==> config.mk <==
export PLATFORM = sky130hd
export DESIGN_NAME = issue_stage
export DESIGN_NICKNAME = d
export VERILOG_FILES = /design/src/rtl/issue_stage_pkg.sv /design/src/rtl/issue_stage_regfile.sv /design/src/rtl/issue_stage.sv
export SDC_FILE = /design/constraint.sdc
export NUM_CORES = 2
export LEC_CHECK = 0
export CAP_MARGIN = 30
export CORE_AREA = 2 2 379 663
export CTS_CLUSTER_DIAMETER = 120
export CTS_CLUSTER_SIZE = 20
export DETAILED_ROUTE_END_ITERATION = 8
export DIE_AREA = 0 0 381 665
export PLACE_DENSITY = 0.4
export SYNTH_ARGS = -nofsm -noshare
export SYNTH_HDL_FRONTEND = slang
export SYNTH_SLANG_ARGS = --single-unit
export TNS_END_PERCENT = 30
==> constraint.sdc <==
create_clock -name clk -period 4.9 [get_ports clk]
set_input_delay 0.735 -clock clk [delete_from_list [all_inputs] [get_ports clk]]
set_output_delay 0.735 -clock clk [all_outputs]
set_load 0.005 [all_outputs]
==> src/rtl/issue_stage_pkg.sv <==
// Shared types for the issue stage: register index / value types, the decoded
// and issued instruction records, the writeback record and the opcode constants.
package issue_stage_pkg;

    localparam int NREG = 32;
    localparam int XLEN = 32;

    typedef logic [4:0]      reg_idx;
    typedef logic [XLEN-1:0] gpreg;
    typedef logic [3:0]      op_t;

    localparam op_t INSTR_OP_ADD  = 4'd0;
    localparam op_t INSTR_OP_ADDI = 4'd1;
    localparam op_t INSTR_OP_SUB  = 4'd2;
    localparam op_t INSTR_OP_AND  = 4'd3;
    localparam op_t INSTR_OP_OR   = 4'd4;
    localparam op_t INSTR_OP_XOR  = 4'd5;
    localparam op_t INSTR_OP_SLL  = 4'd6;
    localparam op_t INSTR_OP_SRL  = 4'd7;

    typedef struct packed {
        op_t        op;
        logic [2:0] funct3;
        reg_idx     rs1;
        reg_idx     rs2;
        reg_idx     rd;
        gpreg       imm;
    } decoded_instr;

    typedef struct packed {
        op_t        op;
        logic [2:0] funct3;
        reg_idx     rd;
        gpreg       imm;
        gpreg       rs1_val;
        gpreg       rs2_val;
    } issued_instr;

    typedef struct packed {
        reg_idx rd_idx;
        gpreg   rd_val;
    } exec_result;

    // A writeback "hits" a register when it targets that register and the
    // register is not x0 (index 0 on the write port means no write).
    function automatic logic wb_hit(exec_result wb, reg_idx r);
        return (wb.rd_idx == r) && (r != '0);
    endfunction

endpackage

==> src/rtl/issue_stage_regfile.sv <==
// Architectural register file for the issue stage.
// Ports:
//   clk, rst        clock, synchronous active-high reset (clears every entry)
//   raddr1/raddr2   combinational read addresses
//   rdata1/rdata2   read data; x0 reads zero, a same-cycle write is bypassed
//   waddr, wdata    synchronous write port; waddr==0 means no write
module issue_stage_regfile #(
    parameter int NREG = 32,
    parameter int XLEN = 32
) (
    input  logic            clk,
    input  logic            rst,
    input  logic [4:0]      raddr1,
    input  logic [4:0]      raddr2,
    output logic [XLEN-1:0] rdata1,
    output logic [XLEN-1:0] rdata2,
    input  logic [4:0]      waddr,
    input  logic [XLEN-1:0] wdata
);

    logic [XLEN-1:0] mem [NREG];

    always_ff @(posedge clk) begin
        if (rst) begin
            for (int i = 0; i < NREG; i++) begin
                mem[i] <= '0;
            end
        end else if (waddr != '0) begin
            mem[waddr] <= wdata;
        end
    end

    always_comb begin
        rdata1 = '0;
        rdata2 = '0;
        if (raddr1 != '0) begin
            rdata1 = (waddr == raddr1) ? wdata : mem[raddr1];
        end
        if (raddr2 != '0) begin
            rdata2 = (waddr == raddr2) ? wdata : mem[raddr2];
        end
    end

endmodule

==> src/rtl/issue_stage.sv <==
// Issue stage between decode and the ALU. Reads operands from the register
// file, tracks in-flight destinations in a scoreboard, stalls on RAW/WAW
// hazards and presents one registered instruction per cycle to the ALU.
// Ports:
//   clk, rst                     clock, synchronous active-high reset
//   instr_valid/ready/data       decoded instruction from decode
//   issued_valid/ready/data      operand-resolved instruction to the ALU
//   wb                           ALU writeback (rd_idx==0 means no write)
//   flush                        drops the output entry and blocks acceptance
module issue_stage
    import issue_stage_pkg::*;
#(
    parameter int NREG = issue_stage_pkg::NREG,
    parameter int XLEN = issue_stage_pkg::XLEN
) (
    input  logic         clk,
    input  logic         rst,
    input  logic         instr_valid,
    output logic         instr_ready,
    input  decoded_instr instr_data,
    output logic         issued_valid,
    input  logic         issued_ready,
    output issued_instr  issued_data,
    input  exec_result   wb,
    input  logic         flush
);

    logic [NREG-1:0] busy;
    logic [NREG-1:0] busy_next;
    logic            out_valid;
    issued_instr     out_data;
    logic            haz;
    logic            accept;
    gpreg            rs1_val;
    gpreg            rs2_val;
    issued_instr     new_entry;

    issue_stage_regfile #(
        .NREG (NREG),
        .XLEN (XLEN)
    ) u_regfile (
        .clk    (clk),
        .rst    (rst),
        .raddr1 (instr_data.rs1),
        .raddr2 (instr_data.rs2),
        .rdata1 (rs1_val),
        .rdata2 (rs2_val),
        .waddr  (wb.rd_idx),
        .wdata  (wb.rd_val)
    );

    // A busy register is not a hazard if its producer writes back this cycle:
    // the regfile bypass supplies the value and the scoreboard clears it.
    always_comb begin
        haz = ((instr_data.rs1 != '0) && busy[instr_data.rs1] && !wb_hit(wb, instr_data.rs1))
           || ((instr_data.rs2 != '0) && busy[instr_data.rs2] && !wb_hit(wb, instr_data.rs2))
           || ((instr_data.rd  != '0) && busy[instr_data.rd]  && !wb_hit(wb, instr_data.rd));
        instr_ready = !rst && !flush && !haz && (!out_valid || issued_ready);
        accept      = instr_valid && instr_ready;
    end

    always_comb begin
        new_entry         = '0;
        new_entry.op      = instr_data.op;
        new_entry.funct3  = instr_data.funct3;
        new_entry.rd      = instr_data.rd;
        new_entry.imm     = instr_data.imm;
        new_entry.rs1_val = rs1_val;
        new_entry.rs2_val = rs2_val;
    end

    // Clears are applied before the set so a same-cycle set on the same index wins.
    // A flushed entry that never reached the ALU will never write back, so its
    // destination is released here.
    always_comb begin
        busy_next = busy;
        if (wb.rd_idx != '0) begin
            busy_next[wb.rd_idx] = 1'b0;
        end
        if (flush && out_valid && !issued_ready) begin
            busy_next[out_data.rd] = 1'b0;
        end
        if (accept && (instr_data.rd != '0)) begin
            busy_next[instr_data.rd] = 1'b1;
        end
        busy_next[0] = 1'b0;
    end

    always_ff @(posedge clk) begin
        if (rst) begin
            busy      <= '0;
            out_valid <= 1'b0;
            out_data  <= '0;
        end else begin
            busy <= busy_next;
            if (flush) begin
                out_valid <= 1'b0;
            end else if (accept) begin
                out_valid <= 1'b1;
                out_data  <= new_entry;
            end else if (issued_ready) begin
                out_valid <= 1'b0;
            end
        end
    end

    assign issued_valid = out_valid;
    assign issued_data  = out_data;

endmodule
# Word level (Yosys, flattened, before mapping)
# Memories as Yosys holds them, arrays and structs flattened.
# Cells that the tools add are included.
# totals
elab_cells,94
ram_bits,1024
in_bits,96
ff_bits,141
memories,1
output_inout_bits,110
# memory_table
memory,depth,width,rd,rd_clocked_by_memory_dff,wr,line,rtl
u_regfile.mem,32,32,2,0,32,issue_stage_regfile.sv:21,logic [XLEN-1:0] mem [NREG];
# op_classes
bitwise_logic,6
reduce_logical,38
eq_ne,3
magnitude_cmp,8
n_mux,29
# ops
op,n
32-bit two-way mux,8
32-bit AND,2
32-bit inverter,2
32-bit bitwise OR,1
32-bit OR reduction,1
"5-bit by 6-bit < comparator with 1-bit output, second input constant",5
5-bit nonzero test,4
1-bit logical AND,19
1-bit binary-select mux with 5-bit select,3
1-bit demux with 5-bit select,3
5-bit == test,3
"5-bit by 1-bit greater-or-equal comparator with 1-bit output, second input constant",3
1-bit two-way mux,14
1-bit logical NOT,8
5-bit two-way mux,1
1-bit logical OR,3
2-bit AND reduction,1
2-bit nonzero test,1
2-bit OR reduction,1
1-bit inverter,1

# Logic depth before layout (Yosys ltp)
# depth
depth_word,12
mapped_depth,13
mapped_depth_nobuf,7

# By module
# A second synthesis with hierarchy kept.
# hier_totals
hier_cells,4459
hier_area_um2,62207.2
# by_module_without_submodules
mod,cells_per_inst,area_per_inst_um2,seq_area_each_um2,instances
issue_stage_regfile,3815,55022.8,30749.5,1
issue_stage,644,7184.4,2802.7,1

# Least setup slack after synthesis
# Ideal clock, no wire load.
# synth_path
path_type,input port to flip-flop
startpoint,input instr_data[42] in the netlist's numbering
endpoint,register out_data (netlist bit issued_data[32])
arrival_ns,3.118
cell_stages,8
setup_time_ns,0.123
required_ns,4.777
path_slack_ns,1.659
n_path_buf,3
path_cell_list,buf_4 -> buf_2 -> buf_1 -> mux4_2 -> mux4_2 -> mux2i_1 -> a21oi_1 -> mux2_1
# synth_via
elab_chain_cells,11
word_cells_on_any_way,18
classes_between,eq/ne (1); mux (4); reduce/logical (12); memory (1)
# synth_rtl
item,line,rtl
start: declaration,issue_stage.sv:20,"input decoded_instr instr_data,"
1-bit binary-select mux with 5-bit select (tied with other cells),issue_stage.sv:55,"haz = ((instr_data.rs1 != '0) && busy[instr_data.rs1] && !wb_hit(wb, instr_data.rs1))"
1-bit two-way mux (implied by the code) / 1-bit logical AND (equally long branches),"issue_stage.sv:55, issue_stage_pkg.sv:47",
1-bit logical AND / 1-bit logical NOT (equally long branches),issue_stage.sv:55,
1-bit logical AND,issue_stage.sv:55,
1-bit logical OR,issue_stage.sv:56,"|| ((instr_data.rs2 != '0) && busy[instr_data.rs2] && !wb_hit(wb, instr_data.rs2))"
1-bit logical OR,issue_stage.sv:57,"|| ((instr_data.rd != '0) && busy[instr_data.rd] && !wb_hit(wb, instr_data.rd));"
1-bit logical NOT,issue_stage.sv:58,instr_ready = !rst && !flush && !haz && (!out_valid || issued_ready);
1-bit logical AND (2 in series),issue_stage.sv:58,
1-bit logical AND,issue_stage.sv:59,accept = instr_valid && instr_ready;
2-bit AND reduction (no source line),n/a,
end signal: assignment,issue_stage.sv:100,out_data <= new_entry;
end: declaration,issue_stage.sv:31,issued_instr out_data;
# Parallel ways exist; a longest one is shown, timed or not. The select of a mux whose other input is x is not followed.
# A chain may end at the register's enable or synchronous reset.

# Worst setup path after layout
# layout_path
startpoint,input instr_data[36] in the netlist's numbering
endpoint,output instr_ready
# layout_via
elab_chain_cells,8
word_cells_on_any_way,12
classes_between,eq/ne (1); mux (2); reduce/logical (9)
# layout_rtl
item,line,rtl
1-bit binary-select mux with 5-bit select (tied with other cells),issue_stage.sv:57,
1-bit two-way mux (implied by the code) / 1-bit logical AND (equally long branches),"issue_stage.sv:57, issue_stage_pkg.sv:47",
1-bit logical AND / 1-bit logical NOT (equally long branches),issue_stage.sv:57,
1-bit logical AND *,issue_stage.sv:57,
1-bit logical OR *,issue_stage.sv:57,
1-bit logical NOT *,issue_stage.sv:58,
1-bit logical AND * (2 in series),issue_stage.sv:58,
end: declaration,issue_stage.sv:19,"output logic instr_ready,"
# Mark *: on every way between the ends. The rest lies on a longest branch, timed or not. The select of a mux whose other input is x is not followed.

==> flow_summary.html <==
<table>
<tr><th>Metric</th><th>Value</th></tr>
<tr><th colspan="2">CTS</th></tr>
<tr><td>Hold Buf Count CTS</td><td>0</td></tr>
<tr><td>Post-CTS setup repair buffer count</td><td>0</td></tr>
<tr><td>Clock transition time at the flip-flop clock pins of the worst setup and hold paths</td><td>90 ps</td></tr>
<tr><td>Deepest clock path buffer count</td><td>3</td></tr>
<tr><td>CTS sink count</td><td>1164</td></tr>
<tr><td>CTS root buffer</td><td>sky130_fd_sc_hd__clkbuf_16</td></tr>
<tr><td>Inserted Clock Buffers</td><td>68</td></tr>
<tr><td>H-tree level count</td><td>3</td></tr>
<tr><td>Post-cts gate resize count</td><td>0</td></tr>
<tr><td>TritonCTS clock tree</td><td>done</td></tr>
<tr><td>Clock insertion delay at the later pin of the skew report</td><td>740 ps</td></tr>
<tr><th colspan="2">Outcome</th></tr>
<tr><td>Status</td><td>completed</td></tr>
<tr><th colspan="2">Yosys</th></tr>
<tr><td>Cell area after technology mapping</td><td>61800 sq um</td></tr>
<tr><td>Fraction of the mapped netlist area in adder cells</td><td>0</td></tr>
<tr><td>Xor and xnor area share after synthesis</td><td>0.00199</td></tr>
<tr><td>Sequential element share of the synthesized area</td><td>0.543</td></tr>
<tr><td>Cell count after synthesis</td><td>4234</td></tr>
<tr><td>Main synth FF type</td><td>sky130_fd_sc_hd__edfxtp_1</td></tr>
<tr><td>Distinct cell type count of the synthesized netlist</td><td>59</td></tr>
<tr><td>Post-synth EDFFs</td><td>1024</td></tr>
<tr><td>Multiplexer share of the synthesized area</td><td>0.248</td></tr>
<tr><td>Complex-gate fraction of the synthesized area</td><td>0.0403</td></tr>
<tr><td>Fraction of synthesis flops using an asynchronous set or reset pin</td><td>0</td></tr>
<tr><td>Largest family of logic cells by synthesized area</td><td>multiplexers</td></tr>
<tr><td>Count of synthesis-stage warnings from yosys</td><td>0</td></tr>
<tr><td>Post-synthesis area per instance</td><td>14.6 sq um</td></tr>
<tr><td>Share of synthesized cell area in and, or, nand and nor gates</td><td>0.135</td></tr>
<tr><td>Register bit total from synthesis</td><td>1164</td></tr>
<tr><th colspan="2">Setup path</th></tr>
<tr><td>Class of the most critical setup path</td><td>input pin to primary output</td></tr>
<tr><td>Cell family with most CP delay</td><td>buffers and inverters</td></tr>
<tr><td>Combined buffer and inverter count along the critical path</td><td>2</td></tr>
<tr><td>Required arrival time at the worst endpoint</td><td>4160 ps</td></tr>
<tr><td>Most frequent CP cell</td><td>sky130_fd_sc_hd__clkdlybuf4s50_1</td></tr>
<tr><td>Kind of end point of the critical path</td><td>primary output</td></tr>
<tr><td>Highest cell delay on the worst timing path</td><td>850 ps</td></tr>
<tr><td>Cell breakdown of the critical path</td><td>clkdlybuf4s50_1 &gt; or3b_2 &gt; o22ai_1 &gt; a22oi_1 &gt; o211ai_1 &gt; o21ai_0 &gt; and3_1 &gt; clkdlybuf4s50_1</td></tr>
<tr><td>Maximum fanout along the worst path</td><td>14</td></tr>
<tr><td>Critical path arrival</td><td>3500 ps</td></tr>
<tr><td>Kind of start point of the critical path</td><td>input pin</td></tr>
<tr><td>Cell with the largest stage delay on the worst path</td><td>sky130_fd_sc_hd__clkdlybuf4s50_1</td></tr>
<tr><th colspan="2">Drt</th></tr>
<tr><td>Detailed Route WL</td><td>281 mm</td></tr>
<tr><td>Vias</td><td>39900</td></tr>
<tr><td>Number of search-and-repair iterations in the first detailed-routing pass</td><td>6</td></tr>
<tr><td>Per-cell routed wire length</td><td>36.6 um</td></tr>
<tr><td>Number of nets with antenna violations after routing</td><td>0</td></tr>
<tr><td>Via/cell ratio</td><td>5.20</td></tr>
<tr><td># DRC</td><td>0</td></tr>
<tr><td>Iteration-0 DRC Markers</td><td>4385</td></tr>
<tr><th colspan="2">Timing</th></tr>
<tr><td>Final count of hold timing violations</td><td>0</td></tr>
<tr><td>Highest Clock Rate</td><td>0.236 GHz</td></tr>
<tr><td>Final clock period utilization by the worst path</td><td>0.864</td></tr>
<tr><td>Shortest clock period the worst path allows after layout</td><td>4230 ps</td></tr>
<tr><td>RSZ-0062 raised after global routing</td><td>false</td></tr>
<tr><td>Final max-slew violation count</td><td>0</td></tr>
<tr><td>Headroom to the max-slew limit</td><td>0.304</td></tr>
<tr><td>Transition time of the tightest slew-check pin</td><td>1040 ps</td></tr>
<tr><td>Post-Route Setup TNS</td><td>0 ps</td></tr>
<tr><td>Worst clock skew</td><td>49.9 ps</td></tr>
<tr><td>Final setup violation count</td><td>0</td></tr>
<tr><td>Worst setup slack after layout</td><td>669 ps</td></tr>
<tr><th colspan="2">Power</th></tr>
<tr><td>Internal power</td><td>15.5 mW</td></tr>
<tr><td>Combinational group share of total power</td><td>0.155</td></tr>
<tr><td>Pwr/cell area</td><td>303 nW/um^2</td></tr>
<tr><td>Part of the power in the clock network</td><td>0.305</td></tr>
<tr><td>IR drop worst, VDD</td><td>0.291 mV</td></tr>
<tr><td>Overall power after layout</td><td>21.6 mW</td></tr>
<tr><td>Net load switching power</td><td>6.04 mW</td></tr>
<tr><td>P_leak</td><td>23.9 nW</td></tr>
<tr><td>Flop pwr share</td><td>0.540</td></tr>
<tr><td>Switching share of power</td><td>0.280</td></tr>
<tr><th colspan="2">Final layout</th></tr>
<tr><td>Most used cells in the layout excluding fill and tap cells</td><td>sky130_fd_sc_hd__edfxtp_1 (1024), sky130_fd_sc_hd__and2_1 (995), sky130_fd_sc_hd__mux4_2 (559)</td></tr>
<tr><td>Ratio of cells with drive above 1 in the final layout</td><td>0.230</td></tr>
<tr><td>Synth-to-Final Area Change</td><td>15.3%</td></tr>
<tr><td>Fill cells</td><td>25000</td></tr>
<tr><td>Final design instance area without fill</td><td>71200 sq um</td></tr>
<tr><td>Commonest non-fill, non-tap cell in the layout</td><td>sky130_fd_sc_hd__edfxtp_1</td></tr>
<tr><td>Final net count</td><td>4404</td></tr>
<tr><th colspan="2">Place</th></tr>
<tr><td>Placed instance area</td><td>69100 sq um</td></tr>
<tr><td>Count of buffers inserted at the top-level ports</td><td>205</td></tr>
<tr><td>Post-detailed-placement half-perimeter wirelength</td><td>172 mm</td></tr>
<tr><td>Worst slack after detailed placement</td><td>690 ps</td></tr>
<tr><td>Final weighted congestion in routability-driven placement</td><td>0.808</td></tr>
<tr><th colspan="2">Die</th></tr>
<tr><td>Horizontal die dimension</td><td>381 um</td></tr>
<tr><td>Cell row count</td><td>242</td></tr>
<tr><td>Core Box Area</td><td>248000 sq um</td></tr>
<tr><td>Die Height</td><td>665 um</td></tr>
<tr><td>Ports</td><td>206</td></tr>
<tr><td>Die Area</td><td>253000 sq um</td></tr>
<tr><td>Initial Utilization</td><td>0.249</td></tr>
<tr><th colspan="2">Worst hold path</th></tr>
<tr><td>Hold crit path type</td><td>flop to flop</td></tr>
<tr><th colspan="2">Global routing</th></tr>
<tr><td>Final global-route overflow total</td><td>0</td></tr>
<tr><td>Pin count of the biggest net entering global routing</td><td>96</td></tr>
<tr><td>Number of antenna violations at the first check in global routing</td><td>46</td></tr>
<tr><td>Aggregate global-route resource usage</td><td>0.218</td></tr>
<tr><td>Vias in the first global route</td><td>41200</td></tr>
<tr><td>First-pass GRT wire length</td><td>378 mm</td></tr>
<tr><th colspan="2">Run</th></tr>
<tr><td>Number of max-cap violations</td><td>0</td></tr>
</table>
[synthesized netlist by cell type, types with 17 or more instances]
cell | count | share of area
sky130_fd_sc_hd__mux2i_1 | 165 | 0.027
sky130_fd_sc_hd__buf_4 | 19 | 0.0023
sky130_fd_sc_hd__a211oi_1 | 19 | 0.0023
sky130_fd_sc_hd__nand2_1 | 87 | 0.0053
sky130_fd_sc_hd__a211o_1 | 20 | 0.0028
sky130_fd_sc_hd__o21ai_0 | 67 | 0.0054
sky130_fd_sc_hd__o31ai_1 | 31 | 0.0038
sky130_fd_sc_hd__a21oi_1 | 81 | 0.0066
sky130_fd_sc_hd__nand4_1 | 17 | 0.0017
sky130_fd_sc_hd__clkbuf_1 | 333 | 0.020
sky130_fd_sc_hd__mux4_2 | 559 | 0.20
sky130_fd_sc_hd__nor2b_1 | 101 | 0.010
sky130_fd_sc_hd__buf_1 | 39 | 0.0024
sky130_fd_sc_hd__dfxtp_1 | 140 | 0.045
sky130_fd_sc_hd__inv_1 | 25 | 0.0015
sky130_fd_sc_hd__a21o_1 | 35 | 0.0043
sky130_fd_sc_hd__nand3_1 | 51 | 0.0041
sky130_fd_sc_hd__nor2_1 | 56 | 0.0034
sky130_fd_sc_hd__mux2_1 | 38 | 0.0069
sky130_fd_sc_hd__edfxtp_1 | 1024 | 0.50
sky130_fd_sc_hd__buf_2 | 47 | 0.0038
sky130_fd_sc_hd__nand2b_1 | 36 | 0.0036
sky130_fd_sc_hd__mux2_2 | 58 | 0.011
sky130_fd_sc_hd__and2_1 | 995 | 0.10
sky130_fd_sc_hd__a22oi_1 | 36 | 0.0044
[metrics by stage]
step | hold slack, ps | cells | util
3_5_place_dp | 470 | 7530 | 0.279
2_1_floorplan | 452 | 4265 | -
6_report | 482 | 7667 | 0.287
3_3_place_gp | 469 | 7511 | 0.277
4_1_cts | 487 | 7653 | 0.287
5_1_grt | 510 | 7657 | 0.287
[final cells by class]
class / count / area (sq um) / share of cell area
tap: 3294 / 4120 / 0.0579
clock inverter: 6 / 67.6 / 0.000949
inverter: 27 / 101 / 0.00142
sequential: 1164 / 33600 / 0.471
timing repair buffer: 416 / 4480 / 0.0630
multi-input combinational: 2631 / 26900 / 0.377
clock buffer: 117 / 1970 / 0.0277
antenna: 12 / 30.0 / 0.000422
[sequential cells by signal, summed over array words and instances, names as in the netlist]
register / cells
u_regfile.mem: 1024
issued_data: 108
busy: 31
issued_valid: 1
[layer usage]
metal,share of wire,up-vias,GRT usage
li1,-,16200,-
met1,0.39,21600,0.267
met2,0.52,1630,0.393
met3,0.056,396,0.0278
met4,0.039,8,0.0763
met5,0.00019,-,0
[cells by family after synthesis]
kind of cell | count (synthesis)
flip-flops | 1164
XOR/XNOR | 14
multiplexers | 820
buffers and inverters | 470
other | 1
AO/OA/AOI/OAI | 370
AND/OR/NAND/NOR | 1395
[power groups by stage]
stage                     Sequential (mW)  Combinational [mW]  Clock, mW
after floorplan                      11.7                1.85          0
after global placement               11.9                3.33          0
after detailed placement             11.9                3.37          0
after CTS                            11.7                3.38       6.76
after global routing                 11.7                3.48       7.01
final                                11.7                3.35       6.59
[worst register-to-register path, stage by stage, from the launching register on]
cell,delay [ps]
sky130_fd_sc_hd__dfxtp_1,380
sky130_fd_sc_hd__mux4_2,470
sky130_fd_sc_hd__a22oi_1,270
sky130_fd_sc_hd__nand3_1,150
sky130_fd_sc_hd__mux2_2,290
sky130_fd_sc_hd__a22oi_2,270
sky130_fd_sc_hd__nand4_1,210
sky130_fd_sc_hd__buf_12,230
sky130_fd_sc_hd__buf_4,280
sky130_fd_sc_hd__buf_4,250
sky130_fd_sc_hd__o31ai_1,240
[worst paths after layout]
path                                 startpoint              end  depth (start not counted)  slack (ps)
worst max-delay path             instr_data[36]      instr_ready                          8         670
worst min-delay path            issued_data[28]  issued_data[28]                          2         480
worst max register to register         busy[26]          busy[8]                         10        1730
worst min register to register  issued_data[28]  issued_data[28]                          2         480
Note: power is estimated with default switching activity, not from simulation.
